File: src/rtl/sram_fb_writer.sv
// sram_fb_writer: write-side master for the 256Kx16 framebuffer SRAM.
// Buffers write requests in a small FIFO and issues timed SRAM write cycles
// (SETUP, WRITE x WE_CYCLES, HOLD) only while the video arbiter grants the bus.
// Optional read-back verification is enabled by defining SRAM_WR_VERIFY_EN.
module sram_fb_writer #(
   parameter int FIFO_DEPTH = 8,
   parameter int WE_CYCLES  = 2,
   parameter int ADDR_W     = 18
) (
   input  logic              clk,
   input  logic              reset,
   input  logic              wr_valid,
   output logic              wr_ready,
   input  logic [ADDR_W-1:0] wr_addr,
   input  logic [15:0]       wr_data,
   input  logic [1:0]        wr_be,
   output logic              bus_req,
   input  logic              bus_gnt,
   output logic [ADDR_W-1:0] ram_addr,
   output logic [15:0]       ram_dout,
   output logic              ram_ce,
   output logic              ram_oe,
   output logic              ram_we,
   output logic              ram_lb,
   output logic              ram_hb,
   output logic              busy
`ifdef SRAM_WR_VERIFY_EN
   ,
   input  logic [15:0]       ram_din,
   output logic [7:0]        err_count
`endif
);

   localparam int PW = $clog2(FIFO_DEPTH);

   typedef enum logic [2:0] {
      S_IDLE,
      S_SETUP,
      S_WRITE,
      S_HOLD
`ifdef SRAM_WR_VERIFY_EN
      , S_VERIFY_A,
      S_VERIFY_B
`endif
   } state_t;

   state_t state, next_state;

   logic [ADDR_W-1:0] addr_mem [FIFO_DEPTH];
   logic [15:0]       data_mem [FIFO_DEPTH];
   logic [1:0]        be_mem   [FIFO_DEPTH];
   logic [PW:0]       wr_ptr, rd_ptr;
   logic              empty, full, push, pop, load, head_ok, can_start;
   logic [1:0]        head_be;
   logic [3:0]        we_cnt;

   // Full/empty come from the extra pointer bit, so wr_ready never sees a same-cycle pop.
   assign empty     = (wr_ptr == rd_ptr);
   assign full      = (wr_ptr[PW] != rd_ptr[PW]) && (wr_ptr[PW-1:0] == rd_ptr[PW-1:0]);
   assign wr_ready  = !full;
   assign push      = wr_valid && !full;
   assign head_be   = be_mem[rd_ptr[PW-1:0]];
   assign head_ok   = !empty && (head_be != 2'b00);
   assign can_start = head_ok && bus_gnt;
   assign busy      = !empty || (state != S_IDLE);

   // FIFO storage writes.
   // NOTE: the storage arrays carry no reset; the pointers alone define validity.
   always_ff @(posedge clk) begin
      if (push) begin
         addr_mem[wr_ptr[PW-1:0]] <= wr_addr;
         data_mem[wr_ptr[PW-1:0]] <= wr_data;
         be_mem[wr_ptr[PW-1:0]]   <= wr_be;
      end
   end

   // FIFO pointers; reset flushes any queued requests.
   // NOTE: sequential state uses non-blocking assignments so every flop sees pre-edge values.
   always_ff @(posedge clk) begin
      if (reset) begin
         wr_ptr <= '0;
         rd_ptr <= '0;
      end else begin
         if (push) wr_ptr <= wr_ptr + (PW+1)'(1);
         if (pop)  rd_ptr <= rd_ptr + (PW+1)'(1);
      end
   end

   // State register.
   always_ff @(posedge clk) begin
      if (reset) state <= S_IDLE;
      else       state <= next_state;
   end

   // Next-state decode, FIFO pop and output-register load strobe.
   // NOTE: every always_comb output gets a default first so no latch is inferred.
   always_comb begin
      next_state = state;
      pop        = 1'b0;
      load       = 1'b0;
      case (state)
         S_IDLE: begin
            if (!empty && head_be == 2'b00) begin
               pop = 1'b1;              // empty byte mask: drop it, no bus cycle
            end else if (can_start) begin
               pop        = 1'b1;
               load       = 1'b1;
               next_state = S_SETUP;
            end
         end
         S_SETUP: next_state = S_WRITE;
         S_WRITE: if (we_cnt == 4'd0) next_state = S_HOLD;
`ifdef SRAM_WR_VERIFY_EN
         S_HOLD:     next_state = S_VERIFY_A;
         S_VERIFY_A: next_state = S_VERIFY_B;
         S_VERIFY_B: begin
`else
         S_HOLD: begin
`endif
            if (can_start) begin
               pop        = 1'b1;
               load       = 1'b1;
               next_state = S_SETUP;
            end else begin
               next_state = S_IDLE;
            end
         end
         default: next_state = S_IDLE;
      endcase
   end

   // WE pulse length down-counter, loaded during SETUP.
   always_ff @(posedge clk) begin
      if (reset)                               we_cnt <= 4'd0;
      else if (state == S_SETUP)               we_cnt <= 4'(WE_CYCLES - 1);
      else if (state == S_WRITE && we_cnt != 0) we_cnt <= we_cnt - 4'd1;
   end

   // Registered SRAM address/data/strobes so the pins are glitch-free.
   always_ff @(posedge clk) begin
      if (reset) begin
         ram_addr <= '0;
         ram_dout <= '0;
         ram_ce   <= 1'b0;
         ram_we   <= 1'b0;
         ram_lb   <= 1'b0;
         ram_hb   <= 1'b0;
         bus_req  <= 1'b0;
      end else begin
         ram_ce  <= (next_state != S_IDLE);
         ram_we  <= (next_state == S_WRITE);
         bus_req <= head_ok || (state == S_SETUP) || (state == S_WRITE);
         if (load) begin
            ram_addr <= addr_mem[rd_ptr[PW-1:0]];
            ram_dout <= data_mem[rd_ptr[PW-1:0]];
            ram_lb   <= head_be[0];
            ram_hb   <= head_be[1];
         end else if (next_state == S_IDLE) begin
            ram_lb   <= 1'b0;           // strobes low in IDLE so the reader owns the bus
            ram_hb   <= 1'b0;
         end
      end
   end

`ifdef SRAM_WR_VERIFY_EN
   logic mismatch;
   assign mismatch = (ram_lb && ram_din[7:0]  != ram_dout[7:0]) ||
                     (ram_hb && ram_din[15:8] != ram_dout[15:8]);

   // Read-back output enable and saturating error counter.
   always_ff @(posedge clk) begin
      if (reset) begin
         ram_oe    <= 1'b0;
         err_count <= 8'd0;
      end else begin
         ram_oe <= (next_state == S_VERIFY_A) || (next_state == S_VERIFY_B);
         if (state == S_VERIFY_B && mismatch && err_count != 8'hFF)
            err_count <= err_count + 8'd1;
      end
   end
`else
   assign ram_oe = 1'b0;
`endif

endmodule
File: config.mk
export PLATFORM = sky130hd
export DESIGN_NAME = sram_fb_writer
export DESIGN_NICKNAME = d
export VERILOG_FILES = /design/src/rtl/sram_fb_writer.sv
export SDC_FILE = /design/constraint.sdc
export NUM_CORES = 1
export LEC_CHECK = 0
export CAP_MARGIN = 20
export CORE_ASPECT_RATIO = 0.75
export CORE_UTILIZATION = 63
export DETAILED_ROUTE_END_ITERATION = 8
export PLACE_DENSITY = 0.89
export SETUP_SLACK_MARGIN = 0.05
export SYNTH_ARGS = -nofsm -noshare
export SYNTH_HDL_FRONTEND = slang
export SYNTH_SLANG_ARGS = --single-unit
File: constraint.sdc
create_clock -name clk -period 11.2 [get_ports clk]
set_input_delay 2.8 -clock clk [delete_from_list [all_inputs] [get_ports clk]]
set_output_delay 2.8 -clock clk [all_outputs]
set_load 0.02 [all_outputs]
==> flow_metrics.tcl, run 1 <==
set metrics [dict create \
    placed_cells 972 \
    cts_buffer_depth 3 \
    hold_path.class "flop to flop" \
    fmax_mhz 168 \
    p_leak_uw 0.00471 \
    wl_per_cell_um 24.4 \
    vias_per_cell 6.28 \
    grt_max_degree 73 \
    endpoint_kind "output port" \
    tightest_slew_ns 1.04 \
    postRouteAntennaNets 0 \
    die_w_um 168 \
    die_h_um 126 \
    setup.worst_path.class "flop to output port" \
    die-area_um2 21200 \
    cts_tree "done" \
    grt_pass1_vias 6736 \
    crit_path_top_delay_cell "dfxtp_4" \
    drc 0 \
    port_buffers 80 \
    start_kind "flop" \
    yosysUniqueCellTypes 39 \
    antenna_found_initial 0 \
    ir_drop_mv 0.199 \
    ys_ff_latch 345 \
    ios 82 \
    cts_sinks 345 \
    hold_buffers 0 \
    synth_flop_cell "edfxtp_1" \
    via_count 6472 \
    crit_arrival_ns 3.16 \
    power_per_cell_area_nw_per_um2 183 \
    path_cells "xnor2_1, nand4b_1, or4_1, clkdlybuf4s50_1" \
    setup_viol_count_final 0 \
    outcome "completed" \
    syn-cell-area_um2 13000 \
    slew_viol_final 0 \
    synth_seq_area_share_pct 75.5 \
    worstPathRequired_ns 8.40 \
    hold_viol 0 \
    finalNonFillerCells 1031 \
    clk_latency_ns 0.56 \
    yosysWarnings 0 \
    cap_violations 0 \
    gp_congestion 0.808 \
    layout_min_cycle_time_ns 5.96 \
    hpwl_um 14000 \
    area_growth_pct 16.9 \
    synth_edf_count 288 \
    slew_headroom_pct 30.4 \
    rows 45 \
    diodes 0 \
    cts_repair_resize_count 0 \
    cts_setup_buffers 0 \
    clkTransAtPathRegs_ns 0.06 \
    design.core.area_um2 20200 \
    yosys.cell_count.top_type "edfxtp_1" \
    drtIter0Drc 598 \
    track_usage_pct 24.8 \
    numCtsBuffers 30 \
    final_nets 792 \
    drive_gt1_share_pct 19.0 \
    synth_top_cell_area_share_pct 66.7 \
    cts.htree.levels 1 \
    rsz0062_at_grt "false" \
    critPathTopFamily "flip-flops" \
    syn_area_per_cell_um2 19.5 \
    final.period_utilization_pct 53.2 \
    gr-total-overflow 0 \
    setup_tns_ns 0 \
    critPathBufInv 1 \
    cts_root_buffer "clkbuf_16" \
    synth_common_cells "edfxtp_1, mux4_2, nor2_1" \
    path_max_fanout 72 \
    yosysTopAreaCell "edfxtp_1" \
    syn_inst 664 \
    grt_pass1_wl_um 38700 \
    synthArstFlopShare_pct 0 \
    critPathMaxStageDelay_ns 0.98 \
    synth_area_leaders "edfxtp_1, mux4_2, dfxtp_1" \
    firstDrtPassIters 5 \
    start_util_pct 64.2 \
    fin_worst_skew_ns 0.0228 \
    wl_um 25200 \
]
[worst register-to-register path, delay by kind of cell, from the launching register on]
family                 cells  cell delay, ns
AO/OA/AOI/OAI              1            0.58
XOR/XNOR                   1            0.25
buffers and inverters      1            0.28
flip-flops                 1            0.98
AND/OR/NAND/NOR            2            0.92
[sequential cells by signal, summed over array words and instances, names as in the netlist, named ones only]
register  cells
addr_mem    144
data_mem    128
ram_addr     18
be_mem       16
ram_dout     16
rd_ptr        4
we_cnt        4
wr_ptr        4
state         3
bus_req       1
ram_ce        1
ram_hb        1
ram_lb        1
ram_we        1
[cell families (layout without fill, tap and decap cells)]
| logic type | after synthesis | count (layout) | share of synthesized area, % |
|---|---|---|---|
| simple gates | 95 | 95 | 3.31 |
| flops | 345 | 345 | 75.5 |
| fa+ha+maj | 3 | 3 | 0.289 |
| buf+inv | 44 | 152 | 1.42 |
| xor+xnor | 10 | 10 | 0.675 |
| mux | 116 | 116 | 16.0 |
| other cells | 1 | 2 | 0.0289 |
| compound gates | 50 | 50 | 2.77 |
[routing by layer]
layer	wire (um)	global-route usage (%)	part of all wire, %	vias to the layer above
met5	0	0	0	-
met4	527	7.07	2.1	0
met3	1410	3.77	5.6	40
met2	12700	41.6	50	264
met1	10500	34.6	42	3331
li1	-	-	-	2837
[area by class of cell]
class	count	area, um^2
Sequential cell	345	9800
Fill cell	1093	5050
Multi-Input combinational cell	276	3050
Timing Repair Buffer	91	953
Clock buffer	44	895
Tap cell	258	323
Clock inverter	12	126
Inverter	5	18.8
[per-stage QoR]
| step | setup WS [ns] | util (%) | cell area, um^2 | power, uW | hold WS, ns |
|---|---|---|---|---|---|
| final | 5.24 | 75.0 | 15200 | 2770 | 0.484 |
| after global routing | 5.02 | 75.0 | 15200 | 2850 | 0.512 |
| after CTS | 5.16 | 74.7 | 15100 | 2790 | 0.480 |
| after detailed placement | 5.58 | 69.7 | 14100 | 1750 | 0.449 |
| after global placement | 5.63 | 69.4 | 14000 | 1740 | 0.448 |
| after floorplan | 4.83 | - | 13000 | 1660 | 0.477 |
[layout by cell type (no fill, tap or decap), drive strengths merged, types with 4 or more instances in the layout]
| cell | Yosys | final |
|---|---|---|
| nand2b | 6 | 6 |
| mux4 | 72 | 72 |
| clkdlybuf4s50 | 0 | 79 |
| nor2 | 58 | 58 |
| edfxtp | 288 | 288 |
| a211oi | 34 | 34 |
| dfxtp | 57 | 57 |
| mux2 | 6 | 6 |
| xnor2 | 6 | 6 |
| inv | 5 | 5 |
| buf | 11 | 12 |
| xor2 | 4 | 4 |
| nand2 | 8 | 8 |
| a21oi | 7 | 7 |
| nor3 | 5 | 5 |
| clkbuf | 28 | 44 |
| mux2i | 38 | 38 |
| clkinv | 0 | 8 |
[path summary, 6_finish.rpt]
path	from	to	slack, ns	depth (start not counted)
max	rd_ptr[1]	busy	5.24	4
min	ram_hb	ram_hb	0.48	2
max reg2reg	rd_ptr[1]	addr_mem[1][17]	7.88	5
min reg2reg	ram_hb	ram_hb	0.48	2
[power breakdown]
group          leakage [uW]  switching [uW]  internal, uW
clock              0.000502             439           601
sequential          0.00308            34.4          1440
combinational       0.00112             132           128
No activity file was read; power rests on OpenSTA's default activity.
==> run 2, diff against run 1 <==
Settings changed: CORE_UTILIZATION 63 to 53, PLACE_DENSITY 0.89 to 0.8.
Clock period 11.2 ns to 5.35 ns, I/O delays scaled along.
==> flow_metrics.tcl, run 2 (same netlist as run 1, synthesis figures left out) <==
set metrics [dict create \
    cts_root_buffer "clkbuf_16" \
    die_h_um 137 \
    start_kind "flop" \
    p_leak_uw 0.00477 \
    grt_pass1_wl_um 39000 \
    numCtsBuffers 34 \
    power_per_cell_area_nw_per_um2 395 \
    hpwl_um 14500 \
    worstPathRequired_ns 4.01 \
    rows 49 \
    cts_repair_resize_count 0 \
    tightest_slew_ns 1.03 \
    setup_viol_count_final 0 \
    cap_violations 0 \
    largest_reg_flops 144 \
    fmax_mhz 232 \
    ios 82 \
    drtIter0Drc 505 \
    die-area_um2 25100 \
    hold_viol 0 \
    gp_congestion 0.734 \
    port_buffers 80 \
    cts_setup_buffers 0 \
    use_met1_pct 29.7 \
    clkTransAtPathRegs_ns 0.06 \
    wl_um 25700 \
    finalNonFillerCells 1112 \
    fin_ws_ns 1.05 \
    fin_worst_skew_ns 0.0135 \
    slew_headroom_pct 31.5 \
    layout_common_cells "edfxtp_1, clkdlybuf4s50_1, mux4_2" \
    gr-usage-met3_pct 3.75 \
    cts_sinks 345 \
    final_nets 798 \
    rr_worst_depth 5 \
    p_total_uw 6080 \
    die_w_um 183 \
    cts.htree.levels 2 \
    track_usage_pct 21.2 \
    slew_viol_final 0 \
    place_ws_ns 1.31 \
    hold_path.class "flop to flop" \
    crit_arrival_ns 2.97 \
    cts_tree "done" \
    grt_most_used_layer "met2" \
    setup.worst_path.class "flop to output port" \
    fill_cells 1566 \
    rsz0062_at_grt "false" \
    outcome "completed" \
    design.core.area_um2 24000 \
    placed_cells 1049 \
    hold_depth 2 \
    drive_gt1_share_pct 18.8 \
    final_common_cell "edfxtp_1" \
    firstDrtPassIters 5 \
    via_count 6500 \
    start_util_pct 54.1 \
    grt_max_degree 72 \
    layout_min_cycle_time_ns 4.30 \
    diodes 0 \
    area_growth_pct 18.7 \
    gr-total-overflow 0 \
    cts_buffer_depth 3 \
    clk_latency_ns 0.51 \
    endpoint_kind "output port" \
    postRouteAntennaNets 0 \
    vias_per_cell 5.85 \
    grt_pass1_vias 6586 \
    path_max_fanout 34 \
    wl_per_cell_um 23.1 \
    antenna_found_initial 0 \
    ir_drop_mv 0.248 \
    final.period_utilization_pct 80.4 \
    setup_tns_ns 0 \
    drc 0 \
    hold_buffers 0 \
    grt_use_met2_pct 35.2 \
]
-- run 2: cell types whose count changed in the layout (fill, tap and decap cells not counted), sizes merged --
| cell | delta |
|---|---|
| clkinv | -6 |
| inv | +2 |
| clkbuf | +9 |
| buf | +2 |
| bufinv | +2 |
| clkinvlp | -1 |
-- run 2: power by group --
| group | total (uW) | leakage, uW | internal, uW | switching (uW) |
|---|---|---|---|---|
| clock network | 2450 | 0.000560 | 1500 | 958 |
| logic | 556 | 0.00113 | 269 | 287 |
| registers | 3070 | 0.00308 | 3010 | 62.1 |
-- run 2: routing by layer --
metal / wire, um / vias up
met1: 11000 / 3348
met3: 1670 / 43
li1: - / 2847
met2: 12600 / 262
met4: 408 / 0
met5: 0 / -
-- run 2: cell type report --
type	count	area, um^2	share of cell area, %
sequential	345	9800	63.7
multi-input combinational	276	3060	19.9
timing repair buffer	93	943	6.13
tap	331	414	2.69
clock inverter	9	155	1.01
inverter	5	18.8	0.122
clock buffer	53	1010	6.54
-- run 2: worst paths after layout --
kind	from	end	slack, ns
setup / recovery	rd_ptr[0]	busy	1.05
hold / removal	ram_hb	ram_hb	0.49
setup reg to reg	rd_ptr[0]	addr_mem[1][4]	2.08
hold reg to reg	ram_hb	ram_hb	0.49
-- run 2: critical path: stages, from the launching register on --
cell	delay [ns]
dfxtp_4	0.76
xnor2_1	0.24
nand4b_1	0.38
or4_1	0.52
clkdlybuf4s50_1	0.55
-- run 2: stage by stage --
stage | hold slack, ns | util (%) | instance area (um^2)
finish | 0.485 | 64.2 | 15400
global route | 0.515 | 64.2 | 15400
CTS | 0.485 | 64.1 | 15400
detailed placement | 0.477 | 59.3 | 14200
global placement | 0.452 | 59.0 | 14200
floorplan | 0.477 | - | 13000
